--- src/rtl/bibp_pkg.sv ---
// Shared definitions for the bibp_ardisil ALU slice: opcodes, FSM states, datapath modes.
// Latency: n/a (declarations only).
// Backpressure: n/a (declarations only).
package bibp_pkg;

  // 4-bit opcodes
  localparam logic [3:0] TOPLA       = 4'b0000;
  localparam logic [3:0] CIKAR       = 4'b0001;
  localparam logic [3:0] B_AND       = 4'b0010;
  localparam logic [3:0] B_OR        = 4'b0011;
  localparam logic [3:0] AND_R       = 4'b0100;
  localparam logic [3:0] OR_R        = 4'b0101;
  localparam logic [3:0] CIFT_ESLIK  = 4'b0110;
  localparam logic [3:0] TEK_ESLIK   = 4'b0111;
  localparam logic [3:0] B_XOR       = 4'b1000;
  localparam logic [3:0] SOLA_KAYDIR = 4'b1001;
  localparam logic [3:0] SAGA_KAYDIR = 4'b1010;
  localparam logic [3:0] ARIT_SAGA   = 4'b1011;
  localparam logic [3:0] CARP        = 4'b1100;
  localparam logic [3:0] BOL         = 4'b1101;
  localparam logic [3:0] BIRIKTIR    = 4'b1110;
  localparam logic [3:0] ACC_SIFIRLA = 4'b1111;

  // Iterative datapath mode select
  localparam logic MOD_CARP = 1'b0;
  localparam logic MOD_BOL  = 1'b1;

  typedef enum logic [1:0] {
    BOS     = 2'd0,
    HESAPLA = 2'd1,
    SONUC   = 2'd2
  } durum_t;

  // True for the ops that run through the iterative multiply/divide datapath
  function automatic logic cok_dongulu(input logic [3:0] op);
    return (op == CARP) || (op == BOL);
  endfunction

endpackage

--- src/rtl/bibp_ardisil_if.sv ---
// Command/result bundle for bibp_ardisil: command in with valid/ready, result out with valid/ready plus flags.
// Latency: n/a (wires only).
// Backpressure: buyruk_hazir and sonuc_hazir carry the ready side of each handshake.
// Ports: buyruk_gecerli/buyruk_hazir/buyruk = command channel {op, A, B};
//        sonuc_gecerli/sonuc_hazir/sonuc = result channel; sifir/elde/tasma/hata = result flags.
interface bibp_ardisil_if #(
  parameter int UZUNLUK = 8
);
  logic                   buyruk_gecerli;
  logic                   buyruk_hazir;
  logic [2*UZUNLUK+3:0]   buyruk;
  logic                   sonuc_gecerli;
  logic                   sonuc_hazir;
  logic [2*UZUNLUK-1:0]   sonuc;
  logic                   sifir;
  logic                   elde;
  logic                   tasma;
  logic                   hata;

  // Command source / result consumer side
  modport master (
    output buyruk_gecerli, buyruk, sonuc_hazir,
    input  buyruk_hazir, sonuc_gecerli, sonuc, sifir, elde, tasma, hata
  );

  // ALU side
  modport slave (
    input  buyruk_gecerli, buyruk, sonuc_hazir,
    output buyruk_hazir, sonuc_gecerli, sonuc, sifir, elde, tasma, hata
  );
endinterface

--- src/rtl/seri_carp_bol.sv ---
// Iterative unsigned multiply (shift-add) / restoring divide, one step per clock.
// Latency: start latches operands; UZUNLUK steps follow, done is high during the last step.
// Backpressure: none; the caller starts it only when it can take the result.
// Ports: clk, rst_n; start/mode/a/b = launch; done = last step this cycle;
//        sonuc = result after the current step ({kalan, bolum} for divide); hata = divide by zero.
module seri_carp_bol
  import bibp_pkg::*;
#(
  parameter int UZUNLUK = 8,
  parameter int SAYAC_W = $clog2(UZUNLUK + 1)
) (
  input  logic                   clk,
  input  logic                   rst_n,
  input  logic                   start,
  input  logic                   mode,
  input  logic [UZUNLUK-1:0]     a,
  input  logic [UZUNLUK-1:0]     b,
  output logic                   done,
  output logic [2*UZUNLUK-1:0]   sonuc,
  output logic                   hata
);
  localparam int U = UZUNLUK;
  localparam int W = 2 * UZUNLUK;

  logic               calisiyor;
  logic [SAYAC_W-1:0] sayac;
  logic               mod_r;
  logic               sifira_bol_r;
  // multiply state
  logic [W-1:0]       carpan_r;   // multiplicand, shifted left each step
  logic [U-1:0]       carpici_r;  // multiplier, shifted right each step
  logic [W-1:0]       carpim_r;
  // divide state
  logic [U-1:0]       bolen_r;
  logic [U-1:0]       kalan_r;
  logic [U-1:0]       bolum_r;    // starts as the dividend, quotient bits shift in from the right

  logic [W-1:0]       carpim_n;
  logic [U:0]         kaydir;
  logic [U:0]         fark;
  logic [U-1:0]       kalan_n;
  logic [U-1:0]       bolum_n;

  always_comb begin
    carpim_n = carpim_r + (carpici_r[0] ? carpan_r : '0);
    kaydir   = {kalan_r, bolum_r[U-1]};
    fark     = kaydir - {1'b0, bolen_r};
    // Compare rather than test fark's sign: with a zero divisor kaydir can use all U+1 bits.
    // A zero divisor always "fits", which yields bolum = all ones and kalan = A.
    if (kaydir >= {1'b0, bolen_r}) begin
      kalan_n = fark[U-1:0];
      bolum_n = {bolum_r[U-2:0], 1'b1};
    end else begin
      kalan_n = kaydir[U-1:0];
      bolum_n = {bolum_r[U-2:0], 1'b0};
    end
  end

  assign done  = calisiyor && (sayac == SAYAC_W'(U - 1));
  assign sonuc = (mod_r == MOD_BOL) ? {kalan_n, bolum_n} : carpim_n;
  assign hata  = (mod_r == MOD_BOL) && sifira_bol_r;

  always_ff @(posedge clk or negedge rst_n) begin
    if (!rst_n) begin
      calisiyor    <= 1'b0;
      sayac        <= '0;
      mod_r        <= MOD_CARP;
      sifira_bol_r <= 1'b0;
      carpan_r     <= '0;
      carpici_r    <= '0;
      carpim_r     <= '0;
      bolen_r      <= '0;
      kalan_r      <= '0;
      bolum_r      <= '0;
    end else if (start) begin
      calisiyor    <= 1'b1;
      sayac        <= '0;
      mod_r        <= mode;
      sifira_bol_r <= (b == '0);
      carpan_r     <= W'(a);
      carpici_r    <= b;
      carpim_r     <= '0;
      bolen_r      <= b;
      kalan_r      <= '0;
      bolum_r      <= a;
    end else if (calisiyor) begin
      carpan_r  <= carpan_r << 1;
      carpici_r <= carpici_r >> 1;
      carpim_r  <= carpim_n;
      kalan_r   <= kalan_n;
      bolum_r   <= bolum_n;
      if (done) begin
        calisiyor <= 1'b0;
        sayac     <= '0;
      end else begin
        sayac <= sayac + SAYAC_W'(1);
      end
    end
  end

endmodule

--- src/rtl/bibp_ardisil.sv ---
// Registered ALU with accumulator and iterative multiply/divide behind valid/ready handshakes.
// Latency: 1 cycle for single-cycle ops, UZUNLUK+1 cycles for CARP/BOL; one command in flight.
// Backpressure: buyruk_hazir only in BOS; result and flags held while sonuc_hazir is low.
// Ports: clk, rst_n (async, active-low); bus = bibp_ardisil_if.slave (command/result channels + flags).
//        The interface instance must be built with the same UZUNLUK as this module.
module bibp_ardisil
  import bibp_pkg::*;
#(
  parameter int UZUNLUK = 8,
  parameter int SAYAC_W = $clog2(UZUNLUK + 1)
) (
  input  logic           clk,
  input  logic           rst_n,
  bibp_ardisil_if.slave  bus
);
  localparam int U = UZUNLUK;
  localparam int W = 2 * UZUNLUK;
  localparam logic [U:0] U_SINIR = (U + 1)'(U);

  durum_t       durum_r, durum_n;
  logic [3:0]   op;
  logic [U-1:0] a, b;
  logic         kabul;

  logic [W-1:0] sonuc_r;
  logic         sifir_r, elde_r, tasma_r, hata_r;
  logic [W-1:0] acc_r, acc_n;

  logic [W-1:0] tek_sonuc;
  logic         tek_elde, tek_tasma;
  logic [U:0]   toplam, fark;
  logic [U-1:0] kay;

  logic         cb_start, cb_mode, cb_done, cb_hata;
  logic [W-1:0] cb_sonuc;

  assign op    = bus.buyruk[2*U+3:2*U];
  assign a     = bus.buyruk[2*U-1:U];
  assign b     = bus.buyruk[U-1:0];
  assign kabul = bus.buyruk_gecerli && (durum_r == BOS);

  // Single-cycle ops and the accumulator's next value
  always_comb begin
    tek_sonuc = '0;
    tek_elde  = 1'b0;
    tek_tasma = 1'b0;
    acc_n     = acc_r;
    kay       = '0;
    toplam    = {1'b0, a} + {1'b0, b};
    fark      = {1'b0, a} - {1'b0, b};
    case (op)
      TOPLA: begin
        tek_sonuc = W'(toplam);
        tek_elde  = toplam[U];
        tek_tasma = (a[U-1] == b[U-1]) && (toplam[U-1] != a[U-1]);
      end
      CIKAR: begin
        tek_sonuc = W'(fark);
        tek_elde  = fark[U];  // borrow out of the U-bit subtract, i.e. A < B
        tek_tasma = (a[U-1] != b[U-1]) && (fark[U-1] != a[U-1]);
      end
      B_AND:      tek_sonuc = W'(a & b);
      B_OR:       tek_sonuc = W'(a | b);
      B_XOR:      tek_sonuc = W'(a ^ b);
      AND_R:      tek_sonuc = W'(&b);
      OR_R:       tek_sonuc = W'(|b);
      CIFT_ESLIK: tek_sonuc = W'(^b);
      TEK_ESLIK:  tek_sonuc = W'(~^b);
      SOLA_KAYDIR: begin
        kay       = ({1'b0, b} >= U_SINIR) ? '0 : (a << b);
        tek_sonuc = W'(kay);
      end
      SAGA_KAYDIR: begin
        kay       = ({1'b0, b} >= U_SINIR) ? '0 : (a >> b);
        tek_sonuc = W'(kay);
      end
      ARIT_SAGA: begin
        // Sign extends only within U bits; the upper half of sonuc stays zero.
        kay       = ({1'b0, b} >= U_SINIR) ? {U{a[U-1]}} : U'($signed(a) >>> b);
        tek_sonuc = W'(kay);
      end
      BIRIKTIR: begin
        acc_n     = acc_r + W'(a);
        tek_sonuc = acc_n;
      end
      ACC_SIFIRLA: begin
        acc_n     = '0;
        tek_sonuc = '0;
      end
      default: ;  // CARP/BOL come from the iterative datapath
    endcase
  end

  // Next-state logic
  always_comb begin
    durum_n  = durum_r;
    cb_start = 1'b0;
    cb_mode  = (op == BOL) ? MOD_BOL : MOD_CARP;
    case (durum_r)
      BOS: begin
        if (kabul) begin
          if (cok_dongulu(op)) begin
            cb_start = 1'b1;
            durum_n  = HESAPLA;
          end else begin
            durum_n  = SONUC;
          end
        end
      end
      HESAPLA: if (cb_done) durum_n = SONUC;
      SONUC:   if (bus.sonuc_hazir) durum_n = BOS;
      default: durum_n = BOS;
    endcase
  end

  always_ff @(posedge clk or negedge rst_n) begin
    if (!rst_n) begin
      durum_r <= BOS;
      sonuc_r <= '0;
      sifir_r <= 1'b0;
      elde_r  <= 1'b0;
      tasma_r <= 1'b0;
      hata_r  <= 1'b0;
      acc_r   <= '0;
    end else begin
      durum_r <= durum_n;
      // acc_n equals acc_r for every op except BIRIKTIR/ACC_SIFIRLA
      if (kabul) acc_r <= acc_n;
      if (kabul && !cok_dongulu(op)) begin
        sonuc_r <= tek_sonuc;
        sifir_r <= (tek_sonuc == '0);
        elde_r  <= tek_elde;
        tasma_r <= tek_tasma;
        hata_r  <= 1'b0;
      end else if ((durum_r == HESAPLA) && cb_done) begin
        sonuc_r <= cb_sonuc;
        sifir_r <= (cb_sonuc == '0);
        elde_r  <= 1'b0;
        tasma_r <= 1'b0;
        hata_r  <= cb_hata;
      end
    end
  end

  seri_carp_bol #(
    .UZUNLUK (UZUNLUK),
    .SAYAC_W (SAYAC_W)
  ) u_seri_carp_bol (
    .clk   (clk),
    .rst_n (rst_n),
    .start (cb_start),
    .mode  (cb_mode),
    .a     (a),
    .b     (b),
    .done  (cb_done),
    .sonuc (cb_sonuc),
    .hata  (cb_hata)
  );

  assign bus.buyruk_hazir  = (durum_r == BOS);
  assign bus.sonuc_gecerli = (durum_r == SONUC);
  assign bus.sonuc         = sonuc_r;
  assign bus.sifir         = sifir_r;
  assign bus.elde          = elde_r;
  assign bus.tasma         = tasma_r;
  assign bus.hata          = hata_r;

endmodule

--- src/flat_wrapper.sv ---
// flat-port wrapper written by rule: the top's interface ports become plain ports
module bibp_ardisil_flat import bibp_pkg::*;
#(
  parameter int UZUNLUK = 8,
  parameter int SAYAC_W = $clog2(UZUNLUK + 1)
)
  (clk, rst_n, bus_buyruk_gecerli, bus_buyruk, bus_sonuc_hazir, bus_buyruk_hazir, bus_sonuc_gecerli, bus_sonuc, bus_sifir, bus_elde, bus_tasma, bus_hata);
  bibp_ardisil_if #(.UZUNLUK(UZUNLUK)) bus_i ();
  input  logic clk;
  input  logic rst_n;
  input wire logic [$bits(bus_i.buyruk_gecerli)-1:0] bus_buyruk_gecerli;
  input wire logic [$bits(bus_i.buyruk)-1:0] bus_buyruk;
  input wire logic [$bits(bus_i.sonuc_hazir)-1:0] bus_sonuc_hazir;
  output wire logic [$bits(bus_i.buyruk_hazir)-1:0] bus_buyruk_hazir;
  output wire logic [$bits(bus_i.sonuc_gecerli)-1:0] bus_sonuc_gecerli;
  output wire logic [$bits(bus_i.sonuc)-1:0] bus_sonuc;
  output wire logic [$bits(bus_i.sifir)-1:0] bus_sifir;
  output wire logic [$bits(bus_i.elde)-1:0] bus_elde;
  output wire logic [$bits(bus_i.tasma)-1:0] bus_tasma;
  output wire logic [$bits(bus_i.hata)-1:0] bus_hata;
  assign bus_i.buyruk_gecerli = bus_buyruk_gecerli;
  assign bus_i.buyruk = bus_buyruk;
  assign bus_i.sonuc_hazir = bus_sonuc_hazir;
  assign bus_buyruk_hazir = bus_i.buyruk_hazir;
  assign bus_sonuc_gecerli = bus_i.sonuc_gecerli;
  assign bus_sonuc = bus_i.sonuc;
  assign bus_sifir = bus_i.sifir;
  assign bus_elde = bus_i.elde;
  assign bus_tasma = bus_i.tasma;
  assign bus_hata = bus_i.hata;
  bibp_ardisil #(.UZUNLUK(UZUNLUK), .SAYAC_W(SAYAC_W)) u_core (.clk(clk), .rst_n(rst_n), .bus(bus_i));
endmodule
--- config.mk ---
export PLATFORM = sky130hd
export DESIGN_NAME = bibp_ardisil_flat
export DESIGN_NICKNAME = d
export VERILOG_FILES = /design/src/rtl/bibp_pkg.sv /design/src/rtl/bibp_ardisil_if.sv /design/src/rtl/seri_carp_bol.sv /design/src/rtl/bibp_ardisil.sv /design/src/flat_wrapper.sv
export SDC_FILE = /design/constraint.sdc
export NUM_CORES = 1
export LEC_CHECK = 0
export BUFFER_PORTS_ARGS = -buffer_cell sky130_fd_sc_hd__buf_4
export CAP_MARGIN = 25
export CORE_MARGIN = 2
export CORE_UTILIZATION = 55
export CTS_BUF_LIST = sky130_fd_sc_hd__clkbuf_8
export DETAILED_ROUTE_END_ITERATION = 8
export PLACE_DENSITY = 0.71
export SLEW_MARGIN = 20
export SYNTH_ARGS = -nofsm -noshare
export SYNTH_HDL_FRONTEND = slang
export SYNTH_SLANG_ARGS = --single-unit
--- constraint.sdc ---
create_clock -name clk -period 5 [get_ports clk]
set_clock_uncertainty 0.2 [all_clocks]
set_input_delay 0.5 -clock clk [delete_from_list [all_inputs] [get_ports clk]]
set_output_delay 0.5 -clock clk [all_outputs]
set_load 0.01 [all_outputs]
==> impl_metrics.py <==
metrics = {
    "power": {
        "p_seq_share_pct": 33.0,
        "power_leakage_nw": 4.40,
        "switching_share_pct": 45.5,
        "p_int_mw": 2.40,
        "comb_power_share_pct": 55.0,
        "peakVddDrop_uv": 293,
        "pwr-share-clk_pct": 12.0,
        "p_switching_mw": 2.00,
        "power_density_nw_per_um2": 457,
    },
    "timing": {
        "max_freq_ghz": 0.248,
        "setup_viol": 0,
        "min_period_ns": 4.02,
        "finalMaxSlewViolations": 0,
        "hold_violations": 0,
        "setup_tns_ns": 0,
        "layout_setup_ws_ns": 0.975,
        "tightest_slew_ns": 1.08,
        "fin_crit_sh_pct": 80.5,
        "maxSlewHeadroom_pct": 26.2,
        "rsz0062_at_grt": "no",
    },
    "finish": {
        "layout.nets": 1146,
        "fin_area_sq_um": 9640,
        "drive_gt1_share_pct": 9.02,
        "diodes": 0,
        "areaGrowthSynthToFinish_pct": 6.67,
        "fillCellCount": 1517,
    },
    "cts": {
        "clk_pin_slew_worst_paths_ns": 0.11,
        "cts_resized": 0,
        "cts_tree": "built",
        "cts_num_sinks": 109,
        "cts_inserted_buffers": 9,
        "cts.path.max_buffers": 2,
        "worstSkewPairLatency_ns": 0.39,
        "htree_levels": 3,
        "clock-root-buffer": "clkbuf_8",
    },
    "logic_synthesis": {
        "synth_cell_type_count": 83,
        "yosys.area_share.adder_pct": 10.7,
        "synthSimpleGateAreaFrac_pct": 18.3,
        "ys_seq_elements": 109,
        "synth_top_family_by_area": "compound AO/OA/AOI/OAI gates",
        "ys_async_sr_fraction_pct": 100,
        "synth_common_cells": "dfrtp_1, nor2_1, nand2_1",
        "synth_warnings": 0,
        "netlist_area_sq_um": 9040,
        "avgSynthCellArea_sq_um": 8.65,
        "synth_top_area_share_pct": 30.2,
        "synth-xor-area-share_pct": 3.64,
        "ys.flop_type": "dfrtp_1",
        "syn-num-nets": 1143,
        "yosysSeqAreaShare_pct": 30.2,
        "yosysMostFrequentCell": "dfrtp_1",
        "synth_mux_area_share_pct": 9.51,
        "synth_edf_count": 0,
        "synthCells": 1045,
        "synth_compound_area_share_pct": 22.9,
        "synth_area_leaders": "dfrtp_1, ha_1, mux2i_1",
        "synth_top_area_cell": "dfrtp_1",
    },
    "place": {
        "gp_congestion": 0.993,
        "portBuffers": 45,
        "dpl_cell_area_sq_um": 9450,
        "dp_hpwl_mm": 19.4,
        "post-place-ws_ns": 1.04,
    },
    "global_routing": {
        "gr-total-overflow": 0,
        "antenna_found_initial": 0,
        "first_global_vias": 7849,
        "grt_pass1_wl_mm": 42.5,
        "track_usage_pct": 30.4,
        "grt_max_degree": 61,
    },
    "critical_path": {
        "critPathCaptureType": "flip-flop",
        "worstPathArrival_ns": 4.13,
        "critical_path_required_ns": 5.10,
        "crit_path_start_kind": "flip-flop",
        "path_class": "flip-flop to flip-flop",
        "worstPathMaxFanout": 19,
    },
    "floorplanning": {
        "ios": 46,
        "fp.dieH_microns": 132,
        "die-area_sq_um": 17500,
        "core_region_area_sq_um": 16000,
        "rows": 46,
        "die_w_microns": 132,
        "initial_core_util_pct": 56.5,
    },
    "drt": {
        "avgViaCountPerCell": 6.47,
        "drt-total-wl_mm": 26.6,
        "ant_nets": 0,
        "post_drt_wl_per_cell_microns": 20.9,
        "num_vias": 8206,
        "firstDrtPassIters": 6,
        "drc": 0,
        "first_iter_violations": 741,
    },
    "job": {
        "drv_cap": 0,
    },
    "run_status": {
        "status": "complete, no violations",
    },
    "min_path": {
        "hold_path_class": "input pin to flip-flop",
    },
}
==> flip-flops by register name, indices dropped and copies added (netlist names), 2 cells and up <==
register,count
u_core.acc_r,16
u_core.bus.sonuc,16
u_core.u_seri_carp_bol.carpan_r,16
u_core.u_seri_carp_bol.carpim_r,16
u_core.u_seri_carp_bol.bolen_r,8
u_core.u_seri_carp_bol.bolum_r,8
u_core.u_seri_carp_bol.carpici_r,8
u_core.u_seri_carp_bol.kalan_r,8
u_core.u_seri_carp_bol.sayac,4
u_core.durum_r,2
==> layout make-up <==
cell class              instances  area [sq um]  share of cell area, %
multi-input cells             828          5880                   61.0
repair buffers                 55           415                   4.31
clock inverters                 7          55.1                  0.571
inverters                      45           169                   1.75
clock buffers                   9           124                   1.28
well taps                     216           270                   2.80
flip-flops and latches        109          2730                   28.3
==> logic make-up (layout without fill, tap and decap cells) <==
kind of cell | Yosys count | after routing
AOI/OAI and AO/OA | 307 | 307
xor gates and xnor gates | 36 | 36
adders and majority gates | 74 | 74
buffers and inverters | 108 | 116
DFF | 109 | 109
muxes | 80 | 80
and+or+nand+nor | 331 | 331
==> what timing repair did <==
| action | CTS | global route |
|---|---|---|
| endpoints found under the setup margin | 0 | 0 |
| endpoints found under the hold margin | 54 | 0 |
| buffers inserted | 0 | 0 |
| hold buffers | 1 | 0 |
==> critical path: stages (launching register included) <==
cell      delay, ns
dfrtp_1        0.57
and2_1         0.23
ha_1           0.21
fa_1           0.43
a211oi_1       0.34
o21a_1         0.20
o21ai_1        0.08
o41ai_1        0.39
xnor2_1        0.17
mux2i_1        0.36
nand4_1        0.11
or4_1          0.43
o31ai_1        0.20
==> metrics by stage <==
stage / utilization (%) / power, mW / std cells / hold WS [ns]
after CTS: 60.3 / 4.39 / 1269 / 0.181
after floorplan: - / 3.15 / 1045 / 0.00441
after global placement: 59.1 / 3.82 / 1252 / 0.265
final: 60.3 / 4.40 / 1269 / 0.196
after global routing: 60.3 / 4.73 / 1269 / 0.210
after detailed placement: 59.1 / 3.86 / 1252 / 0.271
==> per-layer routing <==
layer / wire [microns] / vias to the layer above / GRT usage, %
met5: 0 / - / 0
met4: 964 / 0 / 11.4
met3: 1850 / 73 / 5.15
met2: 12200 / 321 / 49.4
met1: 11500 / 3973 / 40.9
li1: - / 3839 / -
==> layout by cell type (no fill, tap or decap), types with 6 or more instances in the layout <==
cell	n
o21ai_1	9
nor2b_1	11
o22ai_1	7
inv_1	45
nor2_1	94
nor4_1	7
nand3_1	13
mux2i_1	69
o21a_1	12
a221o_1	10
nand4_1	10
nand2b_1	11
and2_1	22
o31ai_1	8
a2111oi_0	7
a211o_1	7
a21o_1	15
xor2_1	15
a21oi_1	65
clkbuf_8	9
nand2_1	93
nand3b_1	6
o211ai_1	10
mux2_2	6
xnor2_1	20
o21ai_0	69
a31oi_1	10
nor3_1	23
a211oi_1	13
ha_1	69
dfrtp_1	108
buf_4	54
==> final timing paths <==
| check | from | to | slack, ns | depth (start not counted) |
|---|---|---|---|---|
| setup / recovery | u_core.u_seri_carp_bol.carpici_r[0]$_DFFE_PN0P_ | u_core.bus.sifir$_DFFE_PN0P_ | 0.98 | 12 |
| hold / removal | bus_buyruk[7] | u_core.u_seri_carp_bol.bolen_r[7]$_DFFE_PN0P_ | 0.20 | 3 |
| setup reg to reg | u_core.u_seri_carp_bol.carpici_r[0]$_DFFE_PN0P_ | u_core.bus.sifir$_DFFE_PN0P_ | 0.98 | 12 |
| hold reg to reg | u_core.u_seri_carp_bol.carpici_r[7]$_DFFE_PN0P_ | u_core.u_seri_carp_bol.carpici_r[7]$_DFFE_PN0P_ | 0.30 | 2 |
| max in group asynchronous | rst_n | u_core.bus.sonuc[9]$_DFFE_PN0P_ | 2.93 | 3 |
| min in group asynchronous | rst_n | u_core.u_seri_carp_bol.bolen_r[5]$_DFFE_PN0P_ | 0.50 | 2 |
==> power groups by stage <==
stage | Combinational, mW | Sequential, mW | Clock (mW)
floorplan | 1.77 | 1.38 | 0
global placement | 2.36 | 1.46 | 0
detailed placement | 2.40 | 1.46 | 0
CTS | 2.41 | 1.45 | 0.535
global route | 2.67 | 1.49 | 0.574
finish | 2.42 | 1.45 | 0.527
No activity file was read; power rests on OpenSTA's default activity.
